===== src/rtl/pipe_pkg.sv =====
// Shared types and constants for the pipeline hazard controller.
package pipe_pkg;

    typedef enum logic [1:0] {
        ST_IDLE  = 2'd0,
        ST_MC    = 2'd1,
        ST_FLUSH = 2'd2
    } state_t;

    localparam int CNT_W       = 5;
    localparam int STALL_W     = 5;
    localparam int STALL_CNT_W = 16;

    // Stall vectors are prefix-shaped; the bubble is inserted one stage past the top held bit.
    localparam logic [STALL_W-1:0] STALL_NONE = 5'b00000;
    localparam logic [STALL_W-1:0] STALL_ID   = 5'b00011;
    localparam logic [STALL_W-1:0] STALL_EX   = 5'b00111;

    localparam int STG_PC     = 0;
    localparam int STG_IF_ID  = 1;
    localparam int STG_ID_EX  = 2;
    localparam int STG_EX_MEM = 3;
    localparam int STG_MEM_WB = 4;

endpackage


===== src/rtl/pipe_ctrl_cnt.sv =====
// Load/decrement/clear counter tracking remaining multi-cycle hold cycles.
module pipe_ctrl_cnt
    import pipe_pkg::*;
(
    input  logic             clk,
    input  logic             rst,
    input  logic             load,
    input  logic [CNT_W-1:0] load_val,
    input  logic             clr,
    input  logic             dec,
    output logic [CNT_W-1:0] cnt,
    output logic             last
);

    logic [CNT_W-1:0] cnt_reg;

    // Clear wins over load so a flush in the same cycle as a start leaves nothing pending.
    always_ff @(posedge clk or negedge rst) begin
        if (!rst) begin
            cnt_reg <= '0;
        end else if (clr) begin
            cnt_reg <= '0;
        end else if (load) begin
            cnt_reg <= load_val;
        end else if (dec && (cnt_reg != '0)) begin
            cnt_reg <= cnt_reg - 1'b1;
        end
    end

    assign cnt  = cnt_reg;
    assign last = (cnt_reg == {{(CNT_W-1){1'b0}}, 1'b1});

endmodule


===== src/rtl/pipe_ctrl.sv =====
// Pipeline hazard controller: load-use stalls, multi-cycle EX holds and flush/redirect.
module pipe_ctrl
    import pipe_pkg::*;
(
    input  logic                   clk,
    input  logic                   rst,
    input  logic                   stallreq_id,
    input  logic                   ex_mc_start,
    input  logic [CNT_W-1:0]       ex_mc_cycles,
    input  logic                   ex_mc_done,
    input  logic                   flush_req,
    input  logic [31:0]            flush_pc,
    output logic [STALL_W-1:0]     stall_o,
    output logic                   flush_o,
    output logic [31:0]            new_pc_o,
    output logic                   mc_busy_o,
    output logic [STALL_CNT_W-1:0] stall_cnt_o
);

    state_t                 state_reg;
    state_t                 state_next;
    logic [STALL_W-1:0]     stall_next;
    logic                   flush_reg;
    logic [31:0]            new_pc_reg;
    logic                   busy_reg;
    logic [STALL_CNT_W-1:0] stall_cnt_reg;

    logic                   cnt_load;
    logic                   cnt_clr;
    logic                   cnt_dec;
    logic                   cnt_last;
    logic [CNT_W-1:0]       cnt_val;
    logic                   capture_pc;

    pipe_ctrl_cnt u_cnt (
        .clk      (clk),
        .rst      (rst),
        .load     (cnt_load),
        .load_val (ex_mc_cycles - 5'd1),
        .clr      (cnt_clr),
        .dec      (cnt_dec),
        .cnt      (cnt_val),
        .last     (cnt_last)
    );

    always_comb begin
        state_next = state_reg;
        stall_next = STALL_NONE;
        cnt_load   = 1'b0;
        cnt_clr    = 1'b0;
        cnt_dec    = 1'b0;
        capture_pc = 1'b0;
        case (state_reg)
            ST_IDLE: begin
                if (flush_req) begin
                    cnt_clr    = 1'b1;
                    capture_pc = 1'b1;
                    state_next = ST_FLUSH;
                end else if (ex_mc_start && (ex_mc_cycles != '0)) begin
                    stall_next = STALL_EX;
                    // A single-cycle op is fully covered by this cycle's hold.
                    if (ex_mc_cycles >= 5'd2) begin
                        cnt_load   = 1'b1;
                        state_next = ST_MC;
                    end
                end else if (stallreq_id) begin
                    stall_next = STALL_ID;
                end
            end
            ST_MC: begin
                if (flush_req) begin
                    cnt_clr    = 1'b1;
                    capture_pc = 1'b1;
                    state_next = ST_FLUSH;
                end else if (ex_mc_done) begin
                    cnt_clr    = 1'b1;
                    state_next = ST_IDLE;
                end else begin
                    stall_next = STALL_EX;
                    cnt_dec    = 1'b1;
                    if (cnt_last || (cnt_val == '0)) begin
                        state_next = ST_IDLE;
                    end
                end
            end
            ST_FLUSH: begin
                if (flush_req) begin
                    capture_pc = 1'b1;
                    state_next = ST_FLUSH;
                end else begin
                    state_next = ST_IDLE;
                end
            end
            default: begin
                cnt_clr    = 1'b1;
                state_next = ST_IDLE;
            end
        endcase
    end

    always_ff @(posedge clk or negedge rst) begin
        if (!rst) begin
            state_reg  <= ST_IDLE;
            flush_reg  <= 1'b0;
            new_pc_reg <= 32'h0;
            busy_reg   <= 1'b0;
        end else begin
            state_reg <= state_next;
            flush_reg <= (state_next == ST_FLUSH);
            busy_reg  <= (state_next == ST_MC);
            if (capture_pc) begin
                new_pc_reg <= flush_pc;
            end
        end
    end

    always_ff @(posedge clk or negedge rst) begin
        if (!rst) begin
            stall_cnt_reg <= '0;
        end else if (stall_o[STG_PC] && (stall_cnt_reg != {STALL_CNT_W{1'b1}})) begin
            stall_cnt_reg <= stall_cnt_reg + 1'b1;
        end
    end

    // Reset gating keeps the hold vector quiet even while inputs are still toggling.
    assign stall_o     = rst ? stall_next : STALL_NONE;
    assign flush_o     = flush_reg;
    assign new_pc_o    = new_pc_reg;
    assign mc_busy_o   = busy_reg;
    assign stall_cnt_o = stall_cnt_reg;

endmodule


===== config.mk =====
export PLATFORM = sky130hd
export DESIGN_NAME = pipe_ctrl
export DESIGN_NICKNAME = d
export VERILOG_FILES = /design/src/rtl/pipe_pkg.sv /design/src/rtl/pipe_ctrl_cnt.sv /design/src/rtl/pipe_ctrl.sv
export SDC_FILE = /design/constraint.sdc
export NUM_CORES = 1
export LEC_CHECK = 0
export CAP_MARGIN = 25
export CORE_ASPECT_RATIO = 1.4
export CORE_MARGIN = 5
export CORE_UTILIZATION = 46
export CTS_BUF_LIST = sky130_fd_sc_hd__clkbuf_4
export CTS_CLUSTER_SIZE = 8
export DETAILED_ROUTE_END_ITERATION = 10
export GPL_ROUTABILITY_DRIVEN = 0
export PLACE_DENSITY = 0.86
export REMOVE_ABC_BUFFERS = 1
export SLEW_MARGIN = 20
export SYNTH_ARGS = -nofsm -noshare
export SYNTH_HDL_FRONTEND = slang
export SYNTH_SLANG_ARGS = --single-unit

===== constraint.sdc =====
create_clock -name clk -period 2.5 [get_ports clk]
set_input_delay 0.25 -clock clk [delete_from_list [all_inputs] [get_ports clk]]
set_output_delay 0.25 -clock clk [all_outputs]
set_load 0.005 [all_outputs]

After elaboration in Yosys (flattened, before gate mapping)
Cells that the tools add are included.

cells by class
  $lt $le $gt $ge = 1
  reductions and logical operators = 10
  muxes and demuxes = 30
  equal/unequal tests = 6
  $add $sub $neg = 3

operators by type and width
  cell                   number
  $mux 5                 4
  $add 16x1->16 const B  1
  $mux 2                 8
  $ne 16x16->1 const B   1
  $mux 3                 4
  $mux 1                 11
  $pmux 5 s2             1
  $reduce_bool 5->1      2
  $sub 5x1->5 const B    2
  $pmux 2 s3             1
  $eq 5x1->1 const B     1
  $ge 5x2->1 const B     1
  $logic_not 5->1        1
  $eq 2x1->1 const B     2
  $eq 2x2->1 const B     2
  $logic_and 1x1->1      3
  $pmux 1 s3             1
  $reduce_bool 3->1      1
  $reduce_or 3->1        1
  $logic_not 2->1        1
  $logic_or 1x1->1       1

word-level totals
  bits of input ports = 43
  logic and storage cells = 56
  output and inout port bits = 55
  flip-flop bits (word level) = 57

Longest topological paths before layout
  depth after elaboration = 7
  gate-level depth with buffers = 8
  depth with buffers taken out = 7

Cells and area by module
Synthesis repeated with hierarchy kept, for this count alone.

second synthesis, totals
  cell total of the unflattened synthesis = 219
  area, all modules = 2642.5 µm²

by module, submodules not included
  module         times used  cells an instance  sequential area each (µm²)  area an instance (µm²)
  pipe_ctrl      1           181                1301.2                      2285.9
  pipe_ctrl_cnt  1           38                 125.1                       356.6

Worst setup path before layout
Ideal clock, no wire load.

  kind = register -> register
  start = register stall_cnt_reg[0], in the netlist stall_cnt_o[0]
  end = register stall_cnt_reg[1], in the netlist stall_cnt_o[1]
  path buffers = 0
  required time = 2.373 ns
  setup time = 0.127 ns
  path slack = 0.587 ns
  stages on the path, launching flop included = 7
  period minus slack after synthesis = 1.913 ns
  arrival time = 1.786 ns
  cells stage by stage = dfrtp_1 -> ha_1 -> and3_1 -> nand2b_1 -> or4_1 -> nand2_1 -> mux2_1

between the ends
  word-level cells in the longest chain between the ends = 2
  elaborated cells on any way between the ends = 3
  classes of those cells = 1 x add/sub; 1 x eq/ne; 1 x reduce/logical

RTL lines
  what                                                                   line              RTL
  start, declared                                                        pipe_ctrl.sv:26   logic [STALL_CNT_W-1:0] stall_cnt_reg;
  start signal, assigned                                                 pipe_ctrl.sv:121  stall_cnt_reg <= stall_cnt_reg + 1'b1;
  parallel branches: the longest is 2 deep, another holds $add 16x1->16  --

Parallel ways; which one is timed is not known.
A chain may end at the register's enable or synchronous reset.

Worst setup path in the final report
  start = input flush_req
  end = output stall_o[2]

between the ends
  word-level cells in the longest chain between the ends = 3
  elaborated cells on any way between the ends = 4
  classes of those cells = 4 x mux

RTL lines
  what                              line                              RTL
  start, declared                   pipe_ctrl.sv:11                   input logic flush_req,
  $mux 3, on equally long branches  pipe_ctrl.sv:71, pipe_ctrl.sv:55
  $pmux 5 s2 *                      pipe_ctrl.sv:53                   case (state_reg)
  $mux 5 *                          pipe_ctrl.sv:126                  assign stall_o = rst ? stall_next : STALL_NONE;
  end, declared                     pipe_ctrl.sv:13                   output logic [STALL_W-1:0] stall_o,

Mark *: on every way between the ends. The rest lies on a longest branch, timed or not.

==> results.sh <==
export IMPL_arrival_ns=2.13
export IMPL_synth_edf_count=0
export IMPL_antenna_found_initial=0
export IMPL_setup_viol=0
export IMPL_rrSetupSlack_ns=0.38
export IMPL_dpl_hpwl_mm=4.926
export IMPL_skew_ns=0.01346
export IMPL_top_layer="met4"
export IMPL_avgSynthCellArea_um2=12.41
export IMPL_dr_pass1_iters=5
export IMPL_finalCriticalPeriod_ns=2.384
export IMPL_ys_flop_type="dfrtp_1"
export IMPL_critPathKind="input port to output port"
export IMPL_cts_tree="built"
export IMPL_syn_cell_area_um2=2656
export IMPL_grt_first_pass_wirelength_mm=10.37
export IMPL_seqCellArea_um2=1429
export IMPL_synth_distinct_cells=39
export IMPL_coreArea_um2=5565
export IMPL_clk_path_buf_depth=2
export IMPL_vias=2055
export IMPL_wl_met1_mm=2.429
export IMPL_rsz0062_at_grt="false"
export IMPL_holdWs_ns=0.3624
export IMPL_max_freq_mhz=419.4
export IMPL_hold_violations=0
export IMPL_ios=98
export IMPL_drt_iter0_drc=130
export IMPL_crit_fanout=7
export IMPL_largest_register_ffs=32
export IMPL_p_leak_nw=1.661
export IMPL_die_w_um=74.23
export IMPL_ys_seq_elements=57
export IMPL_dr_wl_met3_um=410
export IMPL_first_global_vias=2174
export IMPL_vias_per_cell=5.203
export IMPL_drcViolationCount=0
export IMPL_synth_warnings=0
export IMPL_die_area_um2=7416
export IMPL_synth_top_cell_by_area="dfrtp_1"
export IMPL_grt_max_degree=34
export IMPL_p_per_area_nw_per_um2=653.1
export IMPL_route_met2_wl_mm=3.515
export IMPL_synth_area_top_cells="dfrtp_1 (54%), mux2_2 (14%), xnor2_1 (4.0%)"
export IMPL_multi_input_area_um2=1189
export IMPL_insertion_delay_ns=0.40
export IMPL_synth_top_area_frac=0.5370
export IMPL_die_h_um=99.91
export IMPL_cts_root_buf="clkbuf_4"
export IMPL_endpoint_kind="output port"
export IMPL_antenna_left=0
export IMPL_cts_buffers=9
export IMPL_outcome="complete, no violations"
export IMPL_synthArstFlopShare=1.000
export IMPL_syn_instance_count=214
export IMPL_peakVddDrop_uv=626.2
export IMPL_grt_usage=0.1829
export IMPL_placementRows=32
export IMPL_final_nets=372
export IMPL_fin_crit_sh=0.9537
export IMPL_start_util=0.4773
export IMPL_routedWlPerCell_um=16.36
export IMPL_syn2layout_area_growth_pct=48.33
export IMPL_drv_cap=0
export IMPL_nFillCells=399
export IMPL_yosysSeqAreaShare=0.5370
export IMPL_cts_sinks=57
export IMPL_drv_slew=0
export IMPL_critPathLaunchType="input port"
export IMPL_grt_overflow_total=0
export IMPL_min_path_type="input port to asynchronous set/reset pin"
export IMPL_required_ns=2.25
export IMPL_antennaDiodeCount=0
export IMPL_io_buffer_count=95
export IMPL_wl_mm=6.463
export IMPL_cts_max_level=3
export IMPL_ff2ff_path_depth=6
export IMPL_clk_pin_slew_worst_paths_ns=0.09
export IMPL_drive_above_1_share=0.2049
export IMPL_tns_ns=0
-- area by class of cell --
cell class | instances | share of cell area
multi-input combinational | 144 | 0.3017
sequential | 57 | 0.3627
tap | 68 | 0.02159
clock buffer | 11 | 0.02096
clock inverter | 5 | 0.02636
inverter | 6 | 0.005716
timing repair buffer | 104 | 0.2610
-- layer usage --
layer / track usage / up-vias
li1: - / 983
met4: 0.09452 / 0
met3: 0.02906 / 9
met5: 0 / -
met2: 0.3265 / 64
met1: 0.2040 / 999
-- power by group --
group	switching [W]	internal, W	leakage [nW]	total, W
Combinational	0.000198	0.000369	0.856	0.000567
Sequential	0.000102	0.00104	0.704	0.00114
Clock	0.000338	0.000530	0.101	0.000868
-- worst max-delay path: stages --
cell             delay [ns]
clkdlybuf4s50_1        0.56
or4b_1                 0.61
a21boi_0               0.19
clkdlybuf4s50_1        0.52
-- final timing paths --
kind,to,start
setup / recovery,stall_o[2],flush_req
hold / removal,stall_cnt_o[14],rst
setup reg to reg,stall_cnt_o[1],stall_cnt_o[0]
hold reg to reg,stall_cnt_o[6],stall_cnt_o[6]
max in group asynchronous,state_reg[0],rst
min in group clk,new_pc_o[0],flush_pc[0]
-- through the flow --
step | total power, W | utilization | instance area [µm²] | std cells | setup slack, ns
after floorplan | 0.001358 | - | 2613 | 207 | -0.1024
after detailed placement | 0.001724 | 0.6697 | 3727 | 378 | 0.09872
after global placement | 0.001702 | 0.6697 | 3727 | 378 | 0.1579
after CTS | 0.002602 | 0.7050 | 3924 | 395 | 0.02819
final | 0.002573 | 0.7080 | 3940 | 395 | 0.1156
after global routing | 0.002699 | 0.7080 | 3940 | 395 | 0.006977
-- cells in the mapped netlist (all sizes together) (2+ instances only) --
master,n
a21boi,4
a21oi,6
a221o,2
and3,6
buf,8
dfrtp,57
ha,7
inv,6
mux2,36
nand2,10
nand2b,3
nand3,14
nand4,5
nor2,10
nor3,4
nor4b,3
o21ai,2
or2,2
or4,2
or4b,2
xnor2,12
xor2,3
-- cells in the final DEF (no fill, tap or decap), types with 2 or more instances in the layout --
cell / synthesis / routed
nand2_1: 10 / 10
dfrtp_1: 57 / 55
a21boi_4: 0 / 2
conb_1: 1 / 2
nand3_1: 13 / 13
ha_1: 7 / 7
a221o_1: 2 / 2
a21boi_0: 2 / 2
mux2_2: 32 / 32
xnor2_1: 12 / 12
clkbuf_4: 0 / 11
bufinv_16: 0 / 3
buf_4: 3 / 7
and3_1: 6 / 6
nand4_1: 5 / 5
xor2_1: 3 / 3
nor3_1: 4 / 4
mux2_1: 4 / 4
nor2_1: 10 / 10
or4b_1: 2 / 2
a21oi_1: 6 / 6
inv_1: 6 / 6
or4_1: 2 / 2
dfrtp_2: 0 / 2
or2_2: 2 / 2
clkdlybuf4s50_1: 0 / 94
nand2b_1: 3 / 3
-- logic make-up (layout without fill, tap and decap cells) --
kind of cell | count (synthesis) | after routing | share of synthesized area
fa+ha+maj | 7 | 7 | 0.03297
xor+xnor | 15 | 15 | 0.04946
other cells | 1 | 2 | 0.001412
mux | 36 | 36 | 0.1526
simple gates | 63 | 63 | 0.1361
flops | 57 | 57 | 0.5370
buf+inv | 14 | 126 | 0.02638
compound gates | 21 | 21 | 0.06406
-- repair_timing --
item                       in CTS  in global routing
setup endpoints to repair       0                  3
hold endpoints to repair       16                  0
resized for setup               0                  4
buffers inserted                0                  0
hold buffers                    1                  0
(Power assumes the default switching activity.)
